`src/rtl/pipe_hazard_ctrl.sv`:
```
// pipe_hazard_ctrl: hazard and sequencing controller for the 5-stage pipeline.
// It produces the stall/flush controls for every pipeline register and the
// EX-stage forwarding selects. A RUN/WAIT/ERR FSM holds the pipeline during
// multi-cycle data-memory accesses and stops it for good if one times out.
// Optional build macro PIPE_HAZARD_STALLCNT_EN adds a saturating 32-bit
// StallCycles counter output.
module pipe_hazard_ctrl #(
   parameter int RA          = 4,
   parameter int MEM_TIMEOUT = 15
) (
   input  logic          CLK,
   input  logic          RST,
   input  logic [RA-1:0] RA1_D,
   input  logic [RA-1:0] RA2_D,
   input  logic [RA-1:0] RA1_E,
   input  logic [RA-1:0] RA2_E,
   input  logic [RA-1:0] A3_E,
   input  logic [RA-1:0] A3_M,
   input  logic [RA-1:0] A3_W,
   input  logic          RF_WE_M,
   input  logic          RF_WE_W,
   input  logic          WBSelect_E,
   input  logic          BranchTaken_E,
   input  logic          MemReq_M,
   input  logic          MemReady,
   output logic          StallF,
   output logic          StallD,
   output logic          StallE,
   output logic          StallM,
   output logic          FlushD,
   output logic          FlushE,
   output logic          FlushW,
   output logic [1:0]    FwdA_E,
   output logic [1:0]    FwdB_E,
   output logic          MemTimeout
`ifdef PIPE_HAZARD_STALLCNT_EN
   ,output logic [31:0]  StallCycles
`endif
);

   localparam int CW = $clog2(MEM_TIMEOUT + 1);
   localparam logic [CW-1:0] CNT_LAST = CW'(MEM_TIMEOUT - 1);
   localparam logic [RA-1:0] PC_REG   = '1;  // R15 holds the PC, never forwarded

   typedef enum logic [1:0] {
      ST_RUN  = 2'b00,
      ST_WAIT = 2'b01,
      ST_ERR  = 2'b10
   } state_t;

   state_t        state_r, state_nxt;
   logic [CW-1:0] cnt_r, cnt_nxt;
   logic          timeout_r;
   logic          freeze;
   logic          ldstall;

   // Forwarding select: the MEM-stage ALU result is younger than WB, so it wins.
   function automatic logic [1:0] fwd_sel(
      input logic [RA-1:0] src,
      input logic          we_m,
      input logic [RA-1:0] dst_m,
      input logic          we_w,
      input logic [RA-1:0] dst_w
   );
      if (we_m && (dst_m == src) && (dst_m != PC_REG)) begin
         fwd_sel = 2'b10;
      end else if (we_w && (dst_w == src) && (dst_w != PC_REG)) begin
         fwd_sel = 2'b01;
      end else begin
         fwd_sel = 2'b00;
      end
   endfunction

   // Memory wait FSM: next state, wait counter and the freeze term.
   always_comb begin
      state_nxt = state_r;
      cnt_nxt   = cnt_r;
      freeze    = 1'b0;
      case (state_r)
         ST_RUN: begin
            if (MemReq_M && !MemReady) begin
               freeze    = 1'b1;
               state_nxt = ST_WAIT;
               cnt_nxt   = CW'(1);
            end else begin
               cnt_nxt   = '0;
            end
         end
         ST_WAIT: begin
            freeze = !MemReady;
            if (MemReady) begin
               state_nxt = ST_RUN;
               cnt_nxt   = '0;
            end else if (cnt_r == CNT_LAST) begin
               state_nxt = ST_ERR;
            end else begin
               cnt_nxt   = cnt_r + CW'(1);
            end
         end
         ST_ERR: begin
            freeze = 1'b1;
         end
         default: begin
            state_nxt = ST_RUN;
            cnt_nxt   = '0;
         end
      endcase
   end

   // FSM state, wait counter and sticky timeout flag.
   always_ff @(posedge CLK or posedge RST) begin
      if (RST) begin
         state_r   <= ST_RUN;
         cnt_r     <= '0;
         timeout_r <= 1'b0;
      end else begin
         state_r   <= state_nxt;
         cnt_r     <= cnt_nxt;
         timeout_r <= timeout_r | (state_nxt == ST_ERR);
      end
   end

   assign ldstall    = WBSelect_E && ((A3_E == RA1_D) || (A3_E == RA2_D));
   assign MemTimeout = timeout_r;

   // Stall/flush priority: reset, then memory freeze, then branch, then load-use.
   always_comb begin
      StallF = 1'b0;
      StallD = 1'b0;
      StallE = 1'b0;
      StallM = 1'b0;
      FlushD = 1'b0;
      FlushE = 1'b0;
      FlushW = 1'b0;
      FwdA_E = 2'b00;
      FwdB_E = 2'b00;
      if (RST) begin
         FwdA_E = 2'b00;
      end else begin
         FwdA_E = fwd_sel(RA1_E, RF_WE_M, A3_M, RF_WE_W, A3_W);
         FwdB_E = fwd_sel(RA2_E, RF_WE_M, A3_M, RF_WE_W, A3_W);
         if (freeze) begin
            StallF = 1'b1;
            StallD = 1'b1;
            StallE = 1'b1;
            StallM = 1'b1;
            FlushW = 1'b1;
         end else if (BranchTaken_E) begin
            FlushD = 1'b1;
            FlushE = 1'b1;
         end else if (ldstall) begin
            StallF = 1'b1;
            StallD = 1'b1;
            FlushE = 1'b1;
         end else begin
            FlushW = 1'b0;
         end
      end
   end

`ifdef PIPE_HAZARD_STALLCNT_EN
   // Saturating count of cycles in which the PC was held.
   always_ff @(posedge CLK or posedge RST) begin
      if (RST) begin
         StallCycles <= 32'd0;
      end else if (StallF && (StallCycles != 32'hFFFF_FFFF)) begin
         StallCycles <= StallCycles + 32'd1;
      end else begin
         StallCycles <= StallCycles;
      end
   end
`endif

endmodule
```
`config.mk`:
```
export PLATFORM = sky130hd
export DESIGN_NAME = pipe_hazard_ctrl
export DESIGN_NICKNAME = d
export VERILOG_FILES = /design/src/rtl/pipe_hazard_ctrl.sv
export SDC_FILE = /design/constraint.sdc
export NUM_CORES = 1
export LEC_CHECK = 0
export ABC_CLOCK_PERIOD_IN_PS = 2100
export CAP_MARGIN = 20
export CORE_AREA = 8 8 45 47
export CTS_CLUSTER_DIAMETER = 200
export DETAILED_ROUTE_END_ITERATION = 16
export DIE_AREA = 0 0 53 55
export DONT_BUFFER_PORTS = 1
export PLACE_DENSITY = 0.71
export SKIP_CTS_REPAIR_TIMING = 1
export SLEW_MARGIN = 40
export SYNTH_ARGS = -nofsm -noshare
export SYNTH_HDL_FRONTEND = slang
export SYNTH_SLANG_ARGS = --single-unit
```
`constraint.sdc`:
```
create_clock -name CLK -period 2.1 [get_ports CLK]
set_clock_uncertainty 0.15 [all_clocks]
set_input_delay 0.315 -clock CLK [delete_from_list [all_inputs] [get_ports CLK]]
set_output_delay 0.315 -clock CLK [all_outputs]
set_load 0.005 [all_outputs]
```
======== Yosys cells after proc, flatten, opt, wreduce, memory -nomap -nowiden ========
Cells that the tools add are included.
W data, S select, Z words.
word-level totals
  memories kept ........................... 0
  RAM bits ................................ 0
  register bits after elaboration ......... 7
  ROM bits ................................ 0
  logic and storage cells ................. 61
  latch bits .............................. 0
  output and inout bits ................... 12
operators by class
  bitwise operators ....................... 2
  divide/modulo/power cells ............... 0
  reduce and logical (&&, ||, !) cells .... 14
  equality and inequality tests ........... 13
  add/subtract/negate cells ............... 1
  shift-type cells ........................ 0
  $lt $le $gt $ge ......................... 0
  mux-type cells .......................... 28
  multipliers ............................. 0
operators by type and width
  cell                   count
  $eq A4 B4 Y1           6
  $mux W1                16
  $mux W2                7
  $pmux W4 S3            1
  $logic_and A1 B1 Y1    10
  $mux W4                2
  $ne A4 B4 Y1 const B   2
  $pmux W2 S3            1
  $add A4 B1 Y4 const B  1
  $eq A2 B2 Y1 const B   2
  $eq A4 B4 Y1 const B   1
  $ne A3 B3 Y1 const B   1
  $pmux W1 S3            1
  $eq A2 B1 Y1 const B   1
  $logic_not A2 Y1       1
  $reduce_and A2 Y1      1
  $logic_not A1 Y1       1
  $logic_or A1 B1 Y1     1
  $not A1 Y1             1
  $or A1 B1 Y1           1

======== Logic depth before layout (Yosys ltp) ========
Gate-level depths: netlist of the first run.
  depth in word-level cells ............... 7
  mapped depth ............................ 6

======== Worst setup path after synthesis of the first run ========
No wires, ideal clock.
  path type ............................... input -> output
  from .................................... input RA1_D[2]
  to ...................................... output StallF
  setup slack ............................. 0.303 ns
  data required time ...................... 1.635 ns
  arrival time ............................ 1.332 ns
  stages .................................. 5
  path through ............................ xor2_1 -> nor4_1 -> a41oi_1 -> o32ai_1 -> buf_4
between the ends
  longest elaborated chain between the ends .. 7
RTL lines
  what                   RTL line  text
  start: declaration     13        input logic [RA-1:0] RA1_D,
  $eq A4 B4 Y1           123       assign ldstall = WBSelect_E && ((A3_E == RA1_D) || (A3_E == RA2_D));
  $logic_or A1 B1 Y1     123
  $logic_and A1 B1 Y1    123
  $mux W1 (4 in series)  --
  end: declaration       26        output logic StallF,
Every way passes these cells.

======== Worst setup path in the final report of the first run ========
  from .................................... register state_r[0]
  to ...................................... output FlushE
between the ends
  longest elaborated chain between the ends .. 4
  elaborated cells on any way between the ends .. 6
  classes of those cells .................. eq/ne: 2; mux: 3; reduce/logical: 1
RTL lines
  what                                  RTL line  text
  start: declaration                    51        state_t state_r, state_nxt;
  start signal: assignment              117       state_r <= state_nxt;
  $eq A2 B2 Y1 (tied with other cells)  79        case (state_r)
  $pmux W1 S3 *                         79
  $mux W1 *                             142       if (freeze) begin
  $mux W1 *                             137       if (RST) begin
  end: declaration                      31        output logic FlushE,
Mark *: on every way between the ends. The rest lies on a longest branch, timed or not.

==> impl_results.md, run 1 <==
* Status: completed
* Vias at 627
* Vias in the first global route at 629
* Number of synthesized register bits at 7
* Power per cell area at 448 nW/µm²
* HPWL Detailed at 1.50 mm
* Worst-margin pin slew at 0.465 ns
* RSZ-0062 raised after global routing: false
* Logic pwr share at 0.256
* Chip width at 53 µm
* Synth cell count leaders: xnor2_1, nand2_1, dfrtp_1
* Grt total ovfl at 0
* Finished Cell Area at 785 µm²
* Fin nets at 130
* Ys Warns at 0
* Worst rel slew slack at 0.689
* Clk root buf: clkbuf_4
* Post-synth ARST share at 1.00
* Area grow syn2layout at 5.91%
* Top cell type's share of synthesized area at 0.236
* First-pass GRT wire length at 2.62 mm
* TritonCTS clock tree: done
* PortBufs at 0
* Critical path type: reg -> out
* Storage element area at 175 µm²
* Total of max-cap violations at 0
* IO Pins at 48
* Mean area per synthesized cell at 8.42 µm²
* Placed Cells at 101
* Total Routing Usage GR at 0.118
* Inserted Clock Buffers at 3
* Cell Area, Synth at 741 µm²
* Leak Pwr at 0.282 nW
* Via-to-Cell Ratio at 5.86
* Seq/Total Area, Yosys at 0.236
* Drt drc at 0
* VDD IR max at 231 µV
* Cell internal pwr at 262 µW
* Clk network pwr share at 0.333
* Cell taking the most area after synthesis: dfrtp_1
* Routed Antenna Nets at 0
* Fillers at 130
* Tmin final at 1.92 ns
* CP max stage cell: dfrtp_1
* First-pass detailed-route iteration total at 4
* Worst path bufs/invs at 0
* Sw Ratio at 0.254
* Final hold violation count at 0
* Drt first-iter violations at 8
* Antenna violations before repair at 0
* Synthesized instance count at 88
* Final Setup Violations at 0
* Routed WL per cell at 15.8 µm
* Die Span Y at 55 µm
* Final wirelength at 1.69 mm
* Min Hold Slack at 0.132 ns
* Multi-input gate area at 528 µm²
* Min-delay worst type: in -> reg
* Dominant cell by count in the synthesized netlist: xnor2_1
* Clock latency on the worst-skew pair at 0.25 ns
* Die Area at 2920 µm²
* Setup_tns at 0 ns
* Critical Path AT at 1.45 ns
* Final period utilization at 0.913
* Worst setup SP type: flip-flop
* Routability congestion estimate at 0.723
* H-tree levels at 1
* Post-synth cell types at 29
* Core Region at 1380 µm²
* Sequential Power Share at 0.411
* Family with the most delay on the worst path: flip-flops
* Crit end category: primary output
* Crit Path Max Fanout at 8
* Clock transition at path regs at 0.05 ns
* Setup ws final at 0.182 ns
* Initial Util at 0.535
* Top FF cell, synth: dfrtp_1
* Worst Path Required at 1.63 ns
* Pin count of the biggest net entering global routing at 12
* Clock sinks at 7
* Pre-CTS setup slack at 0.322 ns
* Max stage delay on crit path at 0.45 ns
* Critical-path cell list: nand2b_1, o31a_4, and3_4, o21bai_1
* Dpl cell area at 738 µm²
* Top post-synthesis cells by area: dfrtp_1, xnor2_1, xor2_1, nand2_1, ha_1
* Fmax at 521 MHz
* Share of post-route cells with drive strength above 1 at 0.0769
* Psw at 89.1 µW
* Final antenna diode count at 0
* # rows at 14
* Slew Viols, Final at 0
* Post-synth EDFFs at 0
* Post-Layout Cell Count at 107
* Synthesized Nets at 126
* Clock Tree Buf Depth at 2
flip-flops by register name (all words and copies together) (netlist names):
signal and count:
MemTimeout 1, cnt_r 4, state_r 2
area by class of cell:
class	instances	area share
multi-input cells	74	0.673
well taps	16	0.0255
repair buffers	2	0.0255
clock buffers	4	0.0335
inverters	4	0.0191
flip-flops and latches	7	0.223
metal layers:
| metal | GRT usage | share of wire |
|---|---|---|
| met1 | 0.104 | 0.34 |
| met2 | 0.223 | 0.53 |
| met3 | 0.0508 | 0.12 |
| met4 | 0.0603 | 0.0095 |
| met5 | 0 | 0 |
worst reg2reg max path: stages, from the launching register on:
cell and delay [ns]:
dfrtp_1 0.41, inv_1 0.09, ha_1 0.17, nand3_1 0.19, a31o_1 0.28, a22o_1 0.18
cell families (layout without fill, tap and decap cells):
logic type	Yosys count	in the layout	share of synthesized area
AOI/OAI and AO/OA	13	13	0.142
xor gates and xnor gates	24	24	0.284
adders and majority gates	2	2	0.0338
buffers and inverters	7	10	0.0507
DFF	7	7	0.236
muxes	1	1	0.0152
and+or+nand+nor	34	34	0.238
cell usage in the layout (no fill, tap or decap), types with 2 or more instances in the layout:
cell type,synthesis,layout
nor4_1,4,4
dlygate4sd3_1,0,2
inv_1,4,4
nand2_1,8,8
nand3_1,4,4
nor2_1,5,5
nand4_1,4,4
ha_1,2,2
xnor2_1,20,20
clkbuf_4,0,3
a31o_1,2,2
nor3_1,4,4
dfrtp_1,7,7
xor2_1,4,4
o21ai_1,2,2
power groups by stage:
stage | sequential, mW | combinational, mW | clock, mW
final | 0.144 | 0.0899 | 0.117
after global routing | 0.145 | 0.0993 | 0.129
after CTS | 0.144 | 0.0877 | 0.122
after detailed placement | 0.146 | 0.0870 | 0
after global placement | 0.146 | 0.0857 | 0
after floorplan | 0.145 | 0.0813 | 0
stage by stage:
stage          power, mW  utilization
3_3_place_gp       0.232        0.533
5_1_grt            0.373        0.567
2_1_floorplan      0.226            -
4_1_cts            0.354        0.552
6_report           0.351        0.567
3_5_place_dp       0.234        0.533
worst paths after layout:
check	slack [ns]	endpoint	cells after the start	start
worst max-delay path	0.18	FlushE	4	state_r[0]$_DFF_PP0_
worst min-delay path	0.13	state_r[0]$_DFF_PP0_	2	MemReq_M
worst max register to register	0.52	cnt_r[0]$_DFFE_PP0P_	5	cnt_r[0]$_DFFE_PP0P_
worst min register to register	0.35	MemTimeout$_DFF_PP0_	1	MemTimeout$_DFF_PP0_
max in group asynchronous	1.20	cnt_r[0]$_DFFE_PP0P_	2	RST
min in group asynchronous	0.37	MemTimeout$_DFF_PP0_	2	RST
No activity file was read; power rests on OpenSTA's default activity.
==> inputs of run 2 (changes only) <==
==> constraint.sdc (replaced) <==
create_clock -name CLK -period 2.1 [get_ports CLK]
set_clock_uncertainty 0.15 [all_clocks]
set_input_delay 0.42 -clock CLK [delete_from_list [all_inputs] [get_ports CLK]]
set_output_delay 0.42 -clock CLK [all_outputs]
set_load 0.005 [all_outputs]
==> impl_results.md, run 2 (same netlist as run 1, synthesis figures left out) <==
* Final hold violation count at 0 (unchanged)
* IO Pins at 48 (unchanged)
* Critical path type: reg -> out
* Drt drc at 0 (unchanged)
* Setup_tns at 0 ns (unchanged)
* # rows at 14 (unchanged)
* Leak Pwr at 0.288 nW (+2.1%)
* Min-delay worst type: in -> reg
* Vias at 629 (+0.32%)
* Crit Path Max Fanout at 8 (unchanged)
* Worst Path Required at 1.53 ns (-0.10 ns)
* PortBufs at 0 (unchanged)
* Routed Antenna Nets at 0 (unchanged)
* Dpl cell area at 753 µm² (+2.0%)
* Grt total ovfl at 0 (unchanged)
* Max reg flops at 4 (unchanged)
* Critical-path cell list: nand2b_1, o31a_4, and3_4, o21bai_1
* RSZ-0062 raised after global routing: false
* Power per cell area at 448 nW/µm² (about the same)
* Antenna violations before repair at 0 (unchanged)
* Worst setup SP type: flip-flop
* Final wirelength at 1.70 mm (+0.89%)
* Total of max-cap violations at 0 (unchanged)
* Tmin final at 2.02 ns (+0.0983 ns)
* Pin count of the biggest net entering global routing at 9 (-3)
* Initial Util at 0.535 (unchanged)
* Drt first-iter violations at 8 (unchanged)
* Pre-CTS setup slack at 0.108 ns (-0.214 ns)
* Vias in the first global route at 670 (+6.5%)
* Clock latency on the worst-skew pair at 0.24 ns (about the same)
* Post-Layout Cell Count at 108 (+0.93%)
* Worst rel slew slack at 0.752 (+0.0623)
* Reg with most FFs: cnt_r
* Crit end category: primary output
* Die Span Y at 55 µm (unchanged)
* Max stage delay on crit path at 0.45 ns (about the same)
* Share of post-route cells with drive strength above 1 at 0.0978 (+0.0209)
* Fmax at 496 MHz (-4.9%)
* Routed WL per cell at 15.8 µm (about the same)
* First-pass GRT wire length at 2.76 mm (+5.3%)
* Area grow syn2layout at 6.59%
* Final Setup Violations at 0 (unchanged)
* Status: completed
* Via-to-Cell Ratio at 5.82 (-0.61%)
* Most frequent cells in the layout: xnor2_1, nand2_1, dfrtp_1, nor2_1
* Clk root buf: clkbuf_4
* Fin nets at 131 (+0.77%)
* Final antenna diode count at 0 (unchanged)
* First-pass detailed-route iteration total at 4 (unchanged)
* Routability congestion estimate at 0.734 (+1.5%)
* Clock sinks at 7 (unchanged)
* Chip width at 53 µm (unchanged)
* Setup ws final at 0.0834 ns (-0.0983 ns)
* Clock Tree Buf Depth at 2 (unchanged)
* Power Total at 354 µW (+0.64%)
* VDD IR max at 238 µV (+2.9%)
* Fillers at 134 (+3.1%)
* Finished Cell Area at 790 µm² (+0.64%)
* Clock transition at path regs at 0.05 ns (about the same)
* HPWL Detailed at 1.54 mm (+2.7%)
* Inserted Clock Buffers at 3 (unchanged)
* Die Area at 2920 µm² (unchanged)
* H-tree levels at 1 (unchanged)
* Commonest non-fill, non-tap cell in the layout: xnor2_1
* Final period utilization at 0.960 (+0.0468)
* Placed Cells at 103 (+2.0%)
* CP max stage cell: dfrtp_1
* Core Region at 1380 µm² (unchanged)
* Slew Viols, Final at 0 (unchanged)
* Total Routing Usage GR at 0.123 (+0.00475)
* TritonCTS clock tree: done
* Critical Path AT at 1.45 ns (about the same)
* Worst-margin pin slew at 0.369 ns (-0.0954 ns)
## run 2: cell count changes in the layout (fill, tap and decap cells not counted), sizes merged
| cell | change |
|---|---|
| buf | +2 |
| dlygate4sd3 | -1 |
## run 2: layer usage
layer / share of wire / global-route usage / up-vias / routed length [µm]
li1: - / - / 317 / -
met1: 0.37 / 0.121 / 291 / 632
met2: 0.53 / 0.232 / 21 / 895
met3: 0.10 / 0.0455 / 0 / 175
met4: 0 / 0.0388 / 0 / 0
met5: 0 / 0 / - / 0
## run 2: report_power, final
part	internal [mW]	switching [mW]	total (mW)
Sequential	0.139	0.00539	0.144
Clock	0.0723	0.0460	0.118
Combinational	0.0527	0.0386	0.0913
## run 2: worst max-delay path, delay by kind of cell (launching register included)
family	cells	cell delay, ns
flip-flops	1	0.45
AO/OA/AOI/OAI	2	0.32
AND/OR/NAND/NOR	2	0.43
## run 2: area by class of cell
type	instances	area (µm²)	share of cell area
multi-input cells	74	528	0.669
flip-flops and latches	7	175	0.222
clock buffers	4	26.3	0.0333
repair buffers	3	25.0	0.0317
well taps	16	20.0	0.0254
inverters	4	15.0	0.0190
## run 2: metrics by stage
step	util	hold WS [ns]
floorplan	-	0.106
global placement	0.544	0.208
detailed placement	0.544	0.220
CTS	0.563	-0.0459
global route	0.571	0.0745
finish	0.571	0.0954
## run 2: worst paths after layout
check	startpoint	endpoint	slack [ns]	depth (start not counted)
max	state_r[0]$_DFF_PP0_	FlushE	0.08	4
min	MemReady	state_r[0]$_DFF_PP0_	0.1	1
max reg2reg	cnt_r[0]$_DFFE_PP0P_	cnt_r[0]$_DFFE_PP0P_	0.53	5
min reg2reg	MemTimeout$_DFF_PP0_	MemTimeout$_DFF_PP0_	0.35	1
max in group asynchronous	RST	cnt_r[3]$_DFFE_PP0P_	1.00	3
min in group asynchronous	RST	state_r[0]$_DFF_PP0_	0.57	3
